--- config.mk ---
export PLATFORM = sky130hd
export DESIGN_NAME = datapath_core
export DESIGN_NICKNAME = d
export VERILOG_FILES = /design/src/rtl/cpu_pkg.sv /design/src/rtl/alu_unit.sv /design/src/rtl/datapath_core.sv
export SDC_FILE = /design/constraint.sdc
export NUM_CORES = 1
export LEC_CHECK = 0
export ABC_AREA = 0
export CORE_AREA = 2 2 104 157
export DETAILED_ROUTE_END_ITERATION = 10
export DIE_AREA = 0 0 106 159
export GPL_TIMING_DRIVEN = 0
export PLACE_DENSITY = 0.61
export SYNTH_ARGS = -nofsm -noshare
export SYNTH_HDL_FRONTEND = slang
export SYNTH_SLANG_ARGS = --single-unit
--- constraint.sdc ---
create_clock -name CLOCK -period 13.3 [get_ports CLOCK]
set_input_delay 2.66 -clock CLOCK [delete_from_list [all_inputs] [get_ports CLOCK]]
set_output_delay 2.66 -clock CLOCK [all_outputs]
set_load 0.05 [all_outputs]
--- src/rtl/cpu_pkg.sv ---
// Shared definitions between the control unit and the datapath.
// Covers ALU opcodes, B-bus source codes and FLAGS/FLAGC bit positions.
package cpu_pkg;

    typedef enum logic [2:0] {
        AluZero,
        AluAdd,
        AluSub,
        AluPassB,
        AluShl1,
        AluShl2,
        AluShr1,
        AluShr2
    } alu_op_e;

    typedef enum logic [2:0] {
        BusPc,
        BusR1,
        BusR2,
        BusTr,
        BusR,
        BusAc,
        BusDm,
        BusIm
    } bus_src_e;

    localparam int unsigned FsPci = 5;
    localparam int unsigned FsR1i = 4;
    localparam int unsigned FsR2i = 3;
    localparam int unsigned FsAri = 2;
    localparam int unsigned FsFet = 1;
    localparam int unsigned FsFin = 0;

    localparam int unsigned FcAr   = 7;
    localparam int unsigned FcPc   = 6;
    localparam int unsigned FcR1   = 5;
    localparam int unsigned FcR2   = 4;
    localparam int unsigned FcTr   = 3;
    localparam int unsigned FcR    = 2;
    localparam int unsigned FcAc   = 1;
    localparam int unsigned FcDmwr = 0;

endpackage

--- src/rtl/alu_unit.sv ---
// Combinational ALU: A is the accumulator, B is the shared bus.
module alu_unit
    import cpu_pkg::*;
#(
    parameter int unsigned DATA_W = 8
) (
    input  logic [DATA_W-1:0] A,
    input  logic [DATA_W-1:0] B,
    input  logic [2:0]        OP,
    output logic [DATA_W-1:0] C
);

    always_comb begin
        C = '0;
        unique case (alu_op_e'(OP))
            AluZero:  C = '0;
            AluAdd:   C = A + B;
            AluSub:   C = A - B;
            AluPassB: C = B;
            AluShl1:  C = A << 1;
            AluShl2:  C = A << 2;
            AluShr1:  C = A >> 1;
            AluShr2:  C = A >> 2;
            default:  C = '0;
        endcase
    end

endmodule

--- src/rtl/datapath_core.sv ---
// Register-and-bus datapath executing one control word per cycle.
// Holds PC, AR, R1, R2, TR, R, AC, IR, Z and a sticky halt flag.
module datapath_core
    import cpu_pkg::*;
#(
    parameter int unsigned DATA_W = 8,
    parameter int unsigned ADDR_W = 8
) (
    input  logic              CLOCK,
    input  logic              RESET,
    input  logic [5:0]        FLAGS,
    input  logic [2:0]        FLAGB,
    input  logic [2:0]        ALU,
    input  logic [7:0]        FLAGC,
    output logic [ADDR_W-1:0] IM_ADDR,
    input  logic [DATA_W-1:0] IM_RDATA,
    output logic [ADDR_W-1:0] DM_ADDR,
    input  logic [DATA_W-1:0] DM_RDATA,
    output logic [DATA_W-1:0] DM_WDATA,
    output logic              DM_WE,
    output logic [DATA_W-1:0] IR,
    output logic              FLAGZ,
    output logic              HALTED,
    output logic [15:0]       FETCH_COUNT
);

    logic [DATA_W-1:0] pc_q, ar_q, r1_q, r2_q, tr_q, r_q, ac_q, ir_q;
    logic              flagz_q, halted_q;
    logic [15:0]       fetch_count_q;
    logic [DATA_W-1:0] bus_b;
    logic [DATA_W-1:0] alu_c;

    always_comb begin
        bus_b = '0;
        unique case (bus_src_e'(FLAGB))
            BusPc:   bus_b = pc_q;
            BusR1:   bus_b = r1_q;
            BusR2:   bus_b = r2_q;
            BusTr:   bus_b = tr_q;
            BusR:    bus_b = r_q;
            BusAc:   bus_b = ac_q;
            BusDm:   bus_b = DM_RDATA;
            BusIm:   bus_b = IM_RDATA;
            default: bus_b = '0;
        endcase
    end

    alu_unit #(
        .DATA_W(DATA_W)
    ) u_alu (
        .A (ac_q),
        .B (bus_b),
        .OP(ALU),
        .C (alu_c)
    );

    // Load beats increment; the word carrying FIN still executes in full.
    always_ff @(posedge CLOCK) begin
        if (RESET) begin
            pc_q          <= '0;
            ar_q          <= '0;
            r1_q          <= '0;
            r2_q          <= '0;
            tr_q          <= '0;
            r_q           <= '0;
            ac_q          <= '0;
            ir_q          <= '0;
            flagz_q       <= 1'b0;
            halted_q      <= 1'b0;
            fetch_count_q <= '0;
        end else if (!halted_q) begin
            if (FLAGC[FcPc])        pc_q <= bus_b;
            else if (FLAGS[FsPci])  pc_q <= pc_q + 1'b1;

            if (FLAGC[FcAr])        ar_q <= bus_b;
            else if (FLAGS[FsAri])  ar_q <= ar_q + 1'b1;

            if (FLAGC[FcR1])        r1_q <= bus_b;
            else if (FLAGS[FsR1i])  r1_q <= r1_q + 1'b1;

            if (FLAGC[FcR2])        r2_q <= bus_b;
            else if (FLAGS[FsR2i])  r2_q <= r2_q + 1'b1;

            if (FLAGC[FcTr]) tr_q <= bus_b;
            if (FLAGC[FcR])  r_q  <= bus_b;

            if (FLAGC[FcAc]) begin
                ac_q    <= alu_c;
                flagz_q <= (alu_c == '0);
            end

            if (FLAGS[FsFet]) begin
                ir_q <= IM_RDATA;
                if (fetch_count_q != 16'hFFFF) fetch_count_q <= fetch_count_q + 16'd1;
            end

            if (FLAGS[FsFin]) halted_q <= 1'b1;
        end
    end

    assign IM_ADDR     = pc_q[ADDR_W-1:0];
    assign DM_ADDR     = ar_q[ADDR_W-1:0];
    assign DM_WDATA    = ac_q;
    assign DM_WE       = FLAGC[FcDmwr] & ~halted_q;
    assign IR          = ir_q;
    assign FLAGZ       = flagz_q;
    assign HALTED      = halted_q;
    assign FETCH_COUNT = fetch_count_q;

endmodule
# Word-level counts from Yosys, hierarchy flattened
# Index checks and enable logic that the tools add are counted.
op_classes:
  n_addsub: 7
  n_eq_ne: 15
  n_mux: 12
  bitwise_logic: 2
  n_reduce_logical: 16
op_table:
  columns: ["cell", "n"]
  rows:
  - ["$pmux W8 S8", 2]
  - ["$mux W8", 8]
  - ["$add A8 B1 Y8 const B", 4]
  - ["$eq A3 B3 Y1 const B", 8]
  - ["$add A16 B1 Y16 const B", 1]
  - ["$ne A16 B16 Y1 const B", 1]
  - ["$reduce_and A2 Y1", 8]
  - ["$eq A3 B2 Y1 const B", 4]
  - ["$add A8 B8 Y8", 1]
  - ["$logic_not A8 Y1", 1]
  - ["$reduce_bool A2 Y1", 4]
  - ["$sub A8 B8 Y8", 1]
  - ["$eq A3 B1 Y1 const B", 2]
  - ["$logic_not A3 Y1", 2]
  - ["$reduce_and A3 Y1", 1]
  - ["$mux W1", 2]
  - ["$and A1 B1 Y1", 1]
  - ["$not A1 Y1", 1]
totals:
  ff_bits: 82
  output_inout_bits: 51

# Depth between registers and ports, before layout
# Gate-level depths: netlist of the first run.
depth:
  word_depth: 5
  depth_mapped: 20
  depth_no_buf: 17

# Cells and area by module
# From an unflattened synthesis of the first run, not the netlist that was laid out.
hier_totals:
  hier_cells: 697
  area_unflattened_um2: 5418.9
modules_own_cells:
  columns: ["mod", "instances", "cells_each", "area_each_um2"]
  rows:
  - ["datapath_core", 1, 576, 4571.9]
  - ["alu_unit", 1, 121, 847.1]

# Least setup slack after synthesis of the first run
# No wires, ideal clock.
synth_timing:
  path_type: "input-to-reg"
  start: "in FLAGB[0]"
  end: "reg flagz_q, in the netlist FLAGZ"
  setup_ns: 0.084
  arrival_time_ns: 6.229
  t_required_ns: 13.216
  slack_ns: 6.987
  stages: 18
  cell_sequence: "buf_6 buf_6 mux2i_1 o22ai_1 o32a_1 buf_2 inv_1 ha_1 mux2i_1 ha_1 nor2b_1 o21a_1 or3_1 a32oi_1 a21oi_1 or4_1 or4_1 o31ai_2"
synth_via:
  elab_chain_cells: 5
  word_cells_on_any_way: 13
  cone_classes: "add/sub: 2; eq/ne: 7; mux: 2; reduce/logical: 2"
synth_lines:
  columns: ["element", "line", "text"]
  rows:
  - ["start, declared", "datapath_core.sv:12", "input logic [2:0] FLAGB,"]
  - ["$eq A3 B3 Y1 (tied with other cells)", "datapath_core.sv:35", "unique case (bus_src_e'(FLAGB))"]
  - ["$pmux W8 S8 (*)", "datapath_core.sv:35", null]
  - ["$sub A8 B8 Y8 / $add A8 B8 Y8 (equally long branches)", "alu_unit.sv:18, alu_unit.sv:17", null]
  - ["$pmux W8 S8 (*)", "alu_unit.sv:15", "unique case (alu_op_e'(OP))"]
  - ["$logic_not A8 Y1 (*)", "datapath_core.sv:89", "flagz_q <= (alu_c == '0);"]
  - ["end signal, assigned", "datapath_core.sv:89", null]
  - ["end, declared", "datapath_core.sv:28", "logic flagz_q, halted_q;"]
# Every way passes the cells marked *; elsewhere a longest branch is shown, timed or not.
# A chain may end at the register's enable or synchronous reset.

# Worst setup path after layout of the first run
layout_timing:
  start: "in FLAGB[1]"
  end: "reg flagz_q, in the netlist FLAGZ"
layout_via:
  elab_chain_cells: 5
  word_cells_on_any_way: 13
  cone_classes: "add/sub: 2; eq/ne: 7; mux: 2; reduce/logical: 2"
layout_lines:
  columns: ["element", "line", "text"]
  rows:
  - ["$eq A3 B3 Y1 (tied with other cells)", "datapath_core.sv:35", null]
  - ["$pmux W8 S8 (*)", "datapath_core.sv:35", null]
  - ["net bus_b[0]", "datapath_core.sv:30", "logic [DATA_W-1:0] bus_b;"]
  - ["$sub A8 B8 Y8 / $add A8 B8 Y8 (equally long branches)", "alu_unit.sv:18, alu_unit.sv:17", null]
  - ["$pmux W8 S8 (*)", "alu_unit.sv:15", null]
  - ["$logic_not A8 Y1 (*)", "datapath_core.sv:89", null]
# Mark *: on every way through the listed nets, which the timed path passes. The rest lies on a longest branch.

==> results.json, run 1 <==
{
  "final_cells": 1000,
  "p_per_area_mw_per_mm2": 108.3,
  "track_usage_pct": 21.04,
  "cts_buffer_depth": 2,
  "wl_per_cell_um": 17.70,
  "area_growth_pct": 26.01,
  "finalHoldViolations": 0,
  "p_leak_uw": 0.002402,
  "synth_top_area_share_pct": 30.77,
  "antenna_found_initial": 0,
  "drv_cap": 0,
  "drive_gt1_share_pct": 6.399,
  "min_period_over_period_pct": 53.39,
  "synth.avg_cell_area_sq_um": 7.665,
  "h-tree-depth": 3,
  "ant_nets": 0,
  "fin_nets": 844,
  "hp-start": "IR[2]",
  "finalSetupTns_ns": 0,
  "seq_area_sq_mm": 0.001642,
  "p_comb_share_pct": 28.7,
  "dp_hpwl_um": 13110,
  "fin_ws_ns": 6.199,
  "tritoncts": "built",
  "cts_root_buffer": "clkbuf_16",
  "synth_top_area_cell": "dfxtp_1",
  "multi_input_area_sq_mm": 0.003376,
  "fmax_mhz": 140.8,
  "diodes": 0,
  "power_switching_uw": 248.1,
  "yosys_register_bits": 82,
  "seq_power_share_pct": 37.9,
  "synth_fp_nets": 748,
  "grt_max_degree": 14,
  "yosysMostFrequentCell": "nor2_1",
  "required_ns": 13.57,
  "vias_per_cell": 5.431,
  "synth_area_leaders": "dfxtp_1 31%, nor2_1 8.1%, a21oi_1 6.7%, mux2i_1 6.0%, nand2_1 3.7%",
  "fin_util_pct": 43.41,
  "nFillCells": 1556,
  "synth_flop_cell": "dfxtp_1",
  "min_path_type": "flip-flop to flip-flop",
  "drtPass1Iterations": 5,
  "cts_setup_buffers": 0,
  "pre_cts_ws_ns": 5.913,
  "synthTopCellsByCount": "115 x nor2_1, 82 x dfxtp_1, 71 x a21oi_1",
  "synth_edf_count": 0,
  "dieArea_sq_mm": 0.01685,
  "grt_pass1_vias": 5340,
  "die_h_um": 159,
  "synthArstFlopShare_pct": 0,
  "place_inst": 984,
  "hold_buffers": 0,
  "core_sq_mm": 0.01548,
  "r2r_start": "DM_WDATA[1]",
  "finalSetupViolations": 0,
  "worstSetupEndpointType": "flip-flop",
  "yosysUniqueCellTypes": 68,
  "synth_area_sq_mm": 0.005335,
  "cts_buffers": 9,
  "internal-power_uw": 480.1,
  "rsz0062_at_grt": "false",
  "period_minus_slack_ns": 7.101,
  "cts.clk_slew.worst_paths_ns": 0.07,
  "ios": 89,
  "crit_type": "input pin to flip-flop",
  "yosysWarnings": 0,
  "drt_wl_total_um": 17700,
  "final_cell_area_sq_mm": 0.006723,
  "clkLatencyLatePin_ns": 0.35,
  "drt_iter0_markers": 315,
  "post_cts_resized": 0,
  "clock_skew_ns": 0.01389,
  "row_count": 56,
  "port_buffers": 85,
  "p_clk_share_pct": 33.4,
  "vias": 5431,
  "grt_first_pass_wirelength_um": 28100,
  "overflow": 0,
  "seq_area_frac_synth_pct": 30.77,
  "cts_sinks": 82,
  "slew_headroom_pct": 46.44,
  "peakVddDrop_uv": 53.59,
  "routabilityCongestion": 0.9168,
  "start_util_pct": 34.45,
  "start_kind": "input pin",
  "switching_share_pct": 34.07,
  "crit_path_max_fanout": 10,
  "status": "complete, no violations",
  "critPathLaunch": "FLAGB[1]",
  "die_w_um": 106,
  "cp.arrival_ns": 7.37,
  "dpl_cell_area_sq_mm": 0.006440,
  "syn_inst": 696,
  "drc": 0,
  "worst_pin_slew_ns": 0.8034,
  "final_max_slew_viol_count": 0
}
## worst max-delay path, stage by stage
cell             delay, ns
clkdlybuf4s50_1       0.53
clkbuf_1              0.37
buf_2                 0.30
a211oi_1              0.10
o22ai_1               0.28
inv_2                 0.19
nor3_1                0.38
nor2_1                0.10
xnor2_1               0.14
ha_1                  0.32
or3_1                 0.38
a32oi_1               0.23
a21oi_1               0.12
or4_1                 0.59
or4_1                 0.51
o31ai_2               0.18
## cell families after synthesis
| family | count (synthesis) | synth area share, % |
|---|---|---|
| flip-flops | 82 | 30.77 |
| XOR/XNOR | 22 | 3.612 |
| buffers and inverters | 71 | 5.957 |
| AND/OR/NAND/NOR | 286 | 25.91 |
| adder cells (fa/ha/maj) | 14 | 3.424 |
| AO/OA/AOI/OAI | 181 | 21.79 |
| multiplexers | 40 | 8.537 |
## layer usage
metal  GRT usage (%)  vias to the layer above  wire length [um]
li1                -                     2674                 -
met1           23.69                     2574              7277
met2           38.71                      145              9187
met3           3.397                       38               713
met4           8.732                        0               525
met5               0                        -                 0
## layout make-up
class / count / share of cell area, %
tap: 203 / 3.778
buffer: 49 / 3.499
clock inverter: 4 / 0.3908
timing repair buffer: 85 / 12.66
sequential: 82 / 24.42
inverter: 22 / 1.228
clock buffer: 12 / 3.815
multi-input combinational: 543 / 50.21
## stage by stage
step	power [uW]	hold slack, ns
global placement	487.6	0.4431
detailed placement	488.8	0.4483
CTS	729.6	0.4570
global route	761.1	0.4838
finish	728.2	0.4523
floorplan	421.1	0.4512
## final timing paths
| kind | depth (start not counted) | slack [ns] | to |
|---|---|---|---|
| setup / recovery | 16 | 6.20 | FLAGZ |
| hold / removal | 2 | 0.45 | IR[2] |
| setup reg to reg | 16 | 8.87 | FLAGZ |
| hold reg to reg | 2 | 0.45 | IR[2] |
## state kept, by name (all words and copies together) (netlist names)
signal,flops
DM_ADDR,8
DM_WDATA,8
FETCH_COUNT,16
FLAGZ,1
HALTED,1
IM_ADDR,8
IR,8
r1_q,8
r2_q,8
r_q,8
tr_q,8
## cell usage in the layout, fill, tap and decap left out, drive strengths merged, types with 4 or more instances in the layout
cell,count
ha,13
clkbuf,42
clkdlybuf4s50,85
a31o,6
mux2,4
xnor2,13
a31oi,4
nor3b,7
o31ai,5
nand3b,11
a21oi,71
o22ai,6
nand2,53
nand4b,6
nor3,20
mux2i,32
or3,5
or4,4
mux4,4
a211oi,8
nor2,115
nand2b,9
a22oi,7
or2,6
buf,19
dfxtp,82
xor2,9
o21ai,37
inv,22
nand3,16
and3,12
nor2b,11
## power groups by stage
| stage | combinational, uW | clock [uW] | sequential [uW] |
|---|---|---|---|
| after floorplan | 121 | 0 | 300 |
| after global placement | 206 | 0 | 281 |
| after detailed placement | 207 | 0 | 281 |
| after CTS | 208 | 245 | 276 |
| after global routing | 228 | 255 | 278 |
| final | 209 | 243 | 276 |
(Power assumes the default switching activity.)
==> run 2: changes to the inputs <==
- clock period: 13.3 -> 7.36 ns (I/O delays scaled with it)
==> results of run 2 <==
The final DEF is identical to that of run 1. Status: complete, no violations.
Among the figures that moved: setup slack after placement 5.913 ns -> 1.161 ns; setup slack after layout 6.199 ns -> 1.447 ns; register-to-register setup slack 8.87 ns -> 2.93 ns; total power 728.2 uW -> 1316 uW; worst IR drop on VDD 53.59 uV -> 96.84 uV
